--- config.mk ---
export PLATFORM = sky130hd
export DESIGN_NAME = mem_sub_unit_requester
export DESIGN_NICKNAME = d
export VERILOG_FILES = /design/src/rtl/mem_sub_unit_requester.sv
export SDC_FILE = /design/constraint.sdc
export NUM_CORES = 1
export LEC_CHECK = 0
export ABC_CLOCK_PERIOD_IN_PS = 6100
export BUFFER_PORTS_ARGS = -buffer_cell sky130_fd_sc_hd__buf_2
export CORE_ASPECT_RATIO = 0.8
export CORE_MARGIN = 4
export CORE_UTILIZATION = 46
export CTS_CLUSTER_DIAMETER = 120
export CTS_CLUSTER_SIZE = 14
export DETAILED_ROUTE_END_ITERATION = 10
export PLACE_DENSITY = 0.85
export SYNTH_ARGS = -nofsm -noshare
export SYNTH_HDL_FRONTEND = slang
export SYNTH_SLANG_ARGS = --single-unit
--- constraint.sdc ---
create_clock -name clk -period 6.1 [get_ports clk]
set_input_delay 0.915 -clock clk [delete_from_list [all_inputs] [get_ports clk]]
set_output_delay 0.915 -clock clk [all_outputs]
set_load 0.005 [all_outputs]
--- src/rtl/mem_sub_unit_requester.sv ---
// Issues LSU load/store requests to one memory sub unit and returns aligned, extended load results in order.
// Optional MEM_REQ_MISALIGN_TRAP_EN rejects misaligned half/word requests; otherwise low address bits are cleared.
module mem_sub_unit_requester #(
    parameter int MAX_OUTSTANDING = 2,
    parameter int ID_W = 3
) (
    input  logic            clk,
    input  logic            rst,
    input  logic            req_valid,
    output logic            req_ready,
    input  logic [31:0]     req_addr,
    input  logic            req_load,
    input  logic            req_store,
    input  logic [1:0]      req_size,
    input  logic            req_signed,
    input  logic [31:0]     req_wdata,
    input  logic [ID_W-1:0] req_id,
    output logic            sub_new_request,
    output logic [31:0]     sub_addr,
    output logic            sub_re,
    output logic            sub_we,
    output logic [3:0]      sub_be,
    output logic [31:0]     sub_data_in,
    input  logic            sub_ready,
    input  logic            sub_data_valid,
    input  logic [31:0]     sub_data_out,
    output logic            rsp_valid,
    output logic [31:0]     rsp_data,
    output logic [ID_W-1:0] rsp_id,
    output logic            err_unexpected,
    output logic            misaligned_err
);
    localparam int PTR_W = (MAX_OUTSTANDING > 1) ? $clog2(MAX_OUTSTANDING) : 1;
    localparam int CNT_W = $clog2(MAX_OUTSTANDING + 1);
    localparam logic [CNT_W-1:0] CNT_MAX  = CNT_W'(MAX_OUTSTANDING);
    localparam logic [PTR_W-1:0] PTR_LAST = PTR_W'(MAX_OUTSTANDING - 1);

    typedef struct packed {
        logic [ID_W-1:0] id;
        logic [1:0]      size;
        logic            sgn;
        logic [1:0]      off;
    } entry_t;

    entry_t           fifo_mem [MAX_OUTSTANDING];
    entry_t           head;
    logic [PTR_W-1:0] wr_ptr, rd_ptr;
    logic [CNT_W-1:0] count;
    logic             accept, rejected, push, pop;
    logic [1:0]       size_eff;
    logic [31:0]      addr_eff;
    logic [31:0]      shifted, rsp_next;

    function automatic logic [PTR_W-1:0] ptr_inc(input logic [PTR_W-1:0] p);
        return (p == PTR_LAST) ? '0 : p + 1'b1;
    endfunction

    // Size code 3 behaves exactly like a word everywhere, including the stored entry.
    assign size_eff = (req_size == 2'd3) ? 2'd2 : req_size;

`ifdef MEM_REQ_MISALIGN_TRAP_EN
    assign rejected = ((size_eff == 2'd1) && req_addr[0]) ||
                      ((size_eff == 2'd2) && (req_addr[1:0] != 2'b00));
    assign addr_eff = req_addr;
`else
    assign rejected = 1'b0;
    always_comb begin
        addr_eff = req_addr;
        if (size_eff == 2'd1)
            addr_eff[0] = 1'b0;
        else if (size_eff == 2'd2)
            addr_eff[1:0] = 2'b00;
    end
`endif

    // A pop in this cycle frees a slot, so a load may still be taken when full.
    assign req_ready       = sub_ready && (req_store || (count < CNT_MAX) || sub_data_valid);
    assign accept          = req_valid && req_ready;
    assign sub_new_request = accept && !rejected;
    assign push            = sub_new_request && req_load;
    assign pop             = sub_data_valid && (count != '0);

    assign sub_addr = addr_eff;
    assign sub_re   = req_load;
    assign sub_we   = req_store;

    always_comb begin
        sub_be      = 4'b0000;
        sub_data_in = req_wdata;
        case (size_eff)
            2'd0:    sub_data_in = {4{req_wdata[7:0]}};
            2'd1:    sub_data_in = {2{req_wdata[15:0]}};
            default: sub_data_in = req_wdata;
        endcase
        if (req_store) begin
            case (size_eff)
                2'd0:    sub_be = 4'b0001 << addr_eff[1:0];
                2'd1:    sub_be = addr_eff[1] ? 4'b1100 : 4'b0011;
                default: sub_be = 4'b1111;
            endcase
        end
    end

    always_ff @(posedge clk) begin
        if (push)
            fifo_mem[wr_ptr] <= '{id: req_id, size: size_eff, sgn: req_signed, off: addr_eff[1:0]};
    end

    always_ff @(posedge clk) begin
        if (rst) begin
            wr_ptr <= '0;
            rd_ptr <= '0;
            count  <= '0;
        end else begin
            if (push)
                wr_ptr <= ptr_inc(wr_ptr);
            if (pop)
                rd_ptr <= ptr_inc(rd_ptr);
            if (push && !pop)
                count <= count + 1'b1;
            else if (pop && !push)
                count <= count - 1'b1;
        end
    end

    assign head    = fifo_mem[rd_ptr];
    assign shifted = sub_data_out >> {head.off, 3'b000};

    always_comb begin
        case (head.size)
            2'd0:    rsp_next = {{24{head.sgn & shifted[7]}}, shifted[7:0]};
            2'd1:    rsp_next = {{16{head.sgn & shifted[15]}}, shifted[15:0]};
            default: rsp_next = shifted;
        endcase
    end

    always_ff @(posedge clk) begin
        if (rst) begin
            rsp_valid      <= 1'b0;
            rsp_data       <= '0;
            rsp_id         <= '0;
            err_unexpected <= 1'b0;
        end else begin
            rsp_valid <= pop;
            if (pop) begin
                rsp_data <= rsp_next;
                rsp_id   <= head.id;
            end
            if (sub_data_valid && (count == '0))
                err_unexpected <= 1'b1;
        end
    end

`ifdef MEM_REQ_MISALIGN_TRAP_EN
    always_ff @(posedge clk) begin
        if (rst)
            misaligned_err <= 1'b0;
        else
            misaligned_err <= accept && rejected;
    end
`else
    assign misaligned_err = 1'b0;
`endif
endmodule

==> impl_metrics.toml <==
[synth]
yosys.area.top_type = "dfxtp_1"
synth_top_area_frac = 0.246
synth-main-ff-cell = "dfxtp_1"
synth_area_mm2 = 0.00341
synth_edf_count = 16
yosys-top-cells-area = "dfxtp_1 (25%), edfxtp_1 (14%), buf_4 (9.2%)"
synthArstFlopShare = 0
ys_ff_latch = 58
yosysSeqAreaShare = 0.387
netlist-cell-type-count = 44
postSynthAreaPerCell_um2 = 9.17
synth_fp_nets = 482
postSynthCellCount = 372
synth_warnings = 0

[global_route]
grt_max_degree = 51
grt_pass1_wl_um = 15000
overflow = 0
grt_pass1_vias = 3068
grt_use_total = 0.207
antenna_found_initial = 0

[cts]
h-tree-depth = 3
cts_buffers = 9
clock-sinks = 58
cts_tree = "yes"
clockBufferDepth = 2
clock_latency_ns = 0.33
clk_pin_slew_worst_paths_ns = 0.06
cts_setup_buffers = 0
hold_buffers = 0
ctsRootBufferMaster = "clkbuf_8"
ctsResizeCount = 0

[setup_path]
cp_max_fo = 33
critPathMostFrequentCell = "buf_2"
critical_path.endpoint_type = "primary output"
crit_family = "simple AND/OR/NAND/NOR gates"
worstPathCellList = "buf_2 > nor2_1 > mux2_2 > buf_2"
crit_required_ns = 5.18
cp-start-kind = "input pin"
crit_type = "input pin to primary output"
critPathMaxStageDelay_ns = 0.68
cp.arrival_ns = 2.42
path_buf_inv = 2
crit_slowest_cell = "nor2_1"
rrSetupSlack_ns = 2.80

[timing]
slew_headroom = 0.291
hold_viol_final = 0
max_freq_mhz = 300
layout_min_cycle_time_ns = 3.34
setup_tns_ns = 0
finClkSkew_ns = 0.0158
rsz0062_at_grt = "false"
setup_violations = 0
layout_setup_ws_ns = 2.76
period_share = 0.547
worstMarginPinSlew_ns = 1.04
report.final.slew_viol_count = 0

[drt]
drtPass1Iterations = 4
wl_per_cell_um = 16.8
viasPerCell = 5.43
wl_um = 9530
vias = 3076
drc_errors = 0
drtIter0Drc = 141
ant_nets = 0

[floorplanning]
die_area_mm2 = 0.00887
start_util = 0.483
core.rowCount = 27
core_mm2 = 0.00706
io-pin-count = 219
die_h_um = 85.0
die_w_um = 104

[hold_path]
holdCritPathClass = "flip-flop to flip-flop"

[placed_design]
port_buffers = 157
placedCellCount = 552
place_ws_ns = 2.80
routabilityCongestion = 0.864
dp_hpwl_um = 7380

[power]
peakVddDrop_v = 0.000266
p_leak_nw = 1.87
power_mw = 1.34
power_density_mw_per_mm2 = 328

[finish]
finalNonFillerCells = 566
nNetsFinal = 586
final_util = 0.580
drive_above_1_share = 0.424
diodes = 0
syn_to_final_growth_pct = 20.0

[run_status]
status = "finished, final reports clean"

[job]
cap_violations = 0
## sequential cells by signal, summed over array words and instances (netlist names), named ones only
signal          cells
wr_ptr              1
rsp_valid           1
rd_ptr              1
fifo_mem           16
err_unexpected      1
count               2
rsp_id              3
rsp_data           32
## worst paths after layout
kind                                          startpoint                   endpoint  cells after the start
worst max-delay path                         req_size[1]            sub_data_in[13]                      4
worst min-delay path            rsp_data[6]$_SDFFE_PP0P_   rsp_data[6]$_SDFFE_PP0P_                      2
worst max register to register                 flip-flop  rsp_data[17]$_SDFFE_PP0P_                      5
worst min register to register  rsp_data[6]$_SDFFE_PP0P_   rsp_data[6]$_SDFFE_PP0P_                      2
## placed cells by master (no fill, tap or decap), types with 2 or more instances in the layout
master and n:
and3_1 2, o21ai_0 14, inv_1 3, mux2_2 24
dfxtp_1 42, clkinv_2 2, a21oi_1 25, o21a_1 2
xnor2_1 2, mux2i_1 28, nor3_1 3, and2_1 3
buf_2 157, clkbuf_8 11, xor2_1 2, nor2_1 51
o22ai_1 2, a211oi_1 10, o31ai_1 8, edfxtp_1 16
a311oi_1 8, o211ai_1 7, nand3_1 3, a2bb2oi_1 7
nand2_1 25, nand2b_1 3
## logic make-up (layout without fill, tap and decap cells)
family,Yosys count,count (layout),share of synthesized area
xor gates and xnor gates,4,4,0.0103
DFF,58,58,0.387
and+or+nand+nor,95,95,0.123
buffers and inverters,69,176,0.124
other,1,1,0.00110
muxes,54,54,0.172
AOI/OAI and AO/OA,90,90,0.179
adders and majority gates,1,1,0.00367
## area by class of cell
class                           count  area (um^2)
Timing Repair Buffer              158          793
Multi-Input combinational cell    245         1670
Tap cell                           87          109
Sequential cell                    58         1320
Clock buffer                       12          176
Clock inverter                      2         10.0
Fill cell                         641         2970
Inverter                            4         15.0
## worst min-delay path, stage by stage, from the launching register on
cell and delay (ns):
dfxtp_1 0.31, nand2_1 0.05, a21oi_1 0.05
## stage by stage
step / hold WS (ns) / area (um^2)
floorplan: 0.453 / 3410
global placement: 0.443 / 3910
detailed placement: 0.449 / 3910
CTS: 0.458 / 4090
global route: 0.487 / 4090
finish: 0.455 / 4090
## cell usage after synthesis (3+ instances only)
cell type and n:
o211ai_1 7, a21oi_1 25, nor3_1 3, and2_1 3, nand2b_1 3, mux2_2 24, a311oi_1 8, inv_1 3
dfxtp_1 42, o21ai_0 14, buf_1 4, buf_2 4, o31ai_1 8, mux2i_1 28, clkbuf_1 15, nand2_1 25
nand3_1 3, edfxtp_1 16, a2bb2oi_1 7, buf_4 42, nor2_1 51, a211oi_1 10
## report_power, final
group	total, mW	leakage (nW)	internal, mW	switching, mW
clock	0.332	0.0992	0.188	0.143
combinational	0.482	1.29	0.219	0.263
sequential	0.530	0.490	0.476	0.0548
## layer usage
layer,share of wire,track usage
met5,0,0
met4,0.0089,0.0592
met3,0.077,0.0684
met2,0.49,0.345
met1,0.42,0.257
Note: power is estimated with default switching activity, not from simulation.
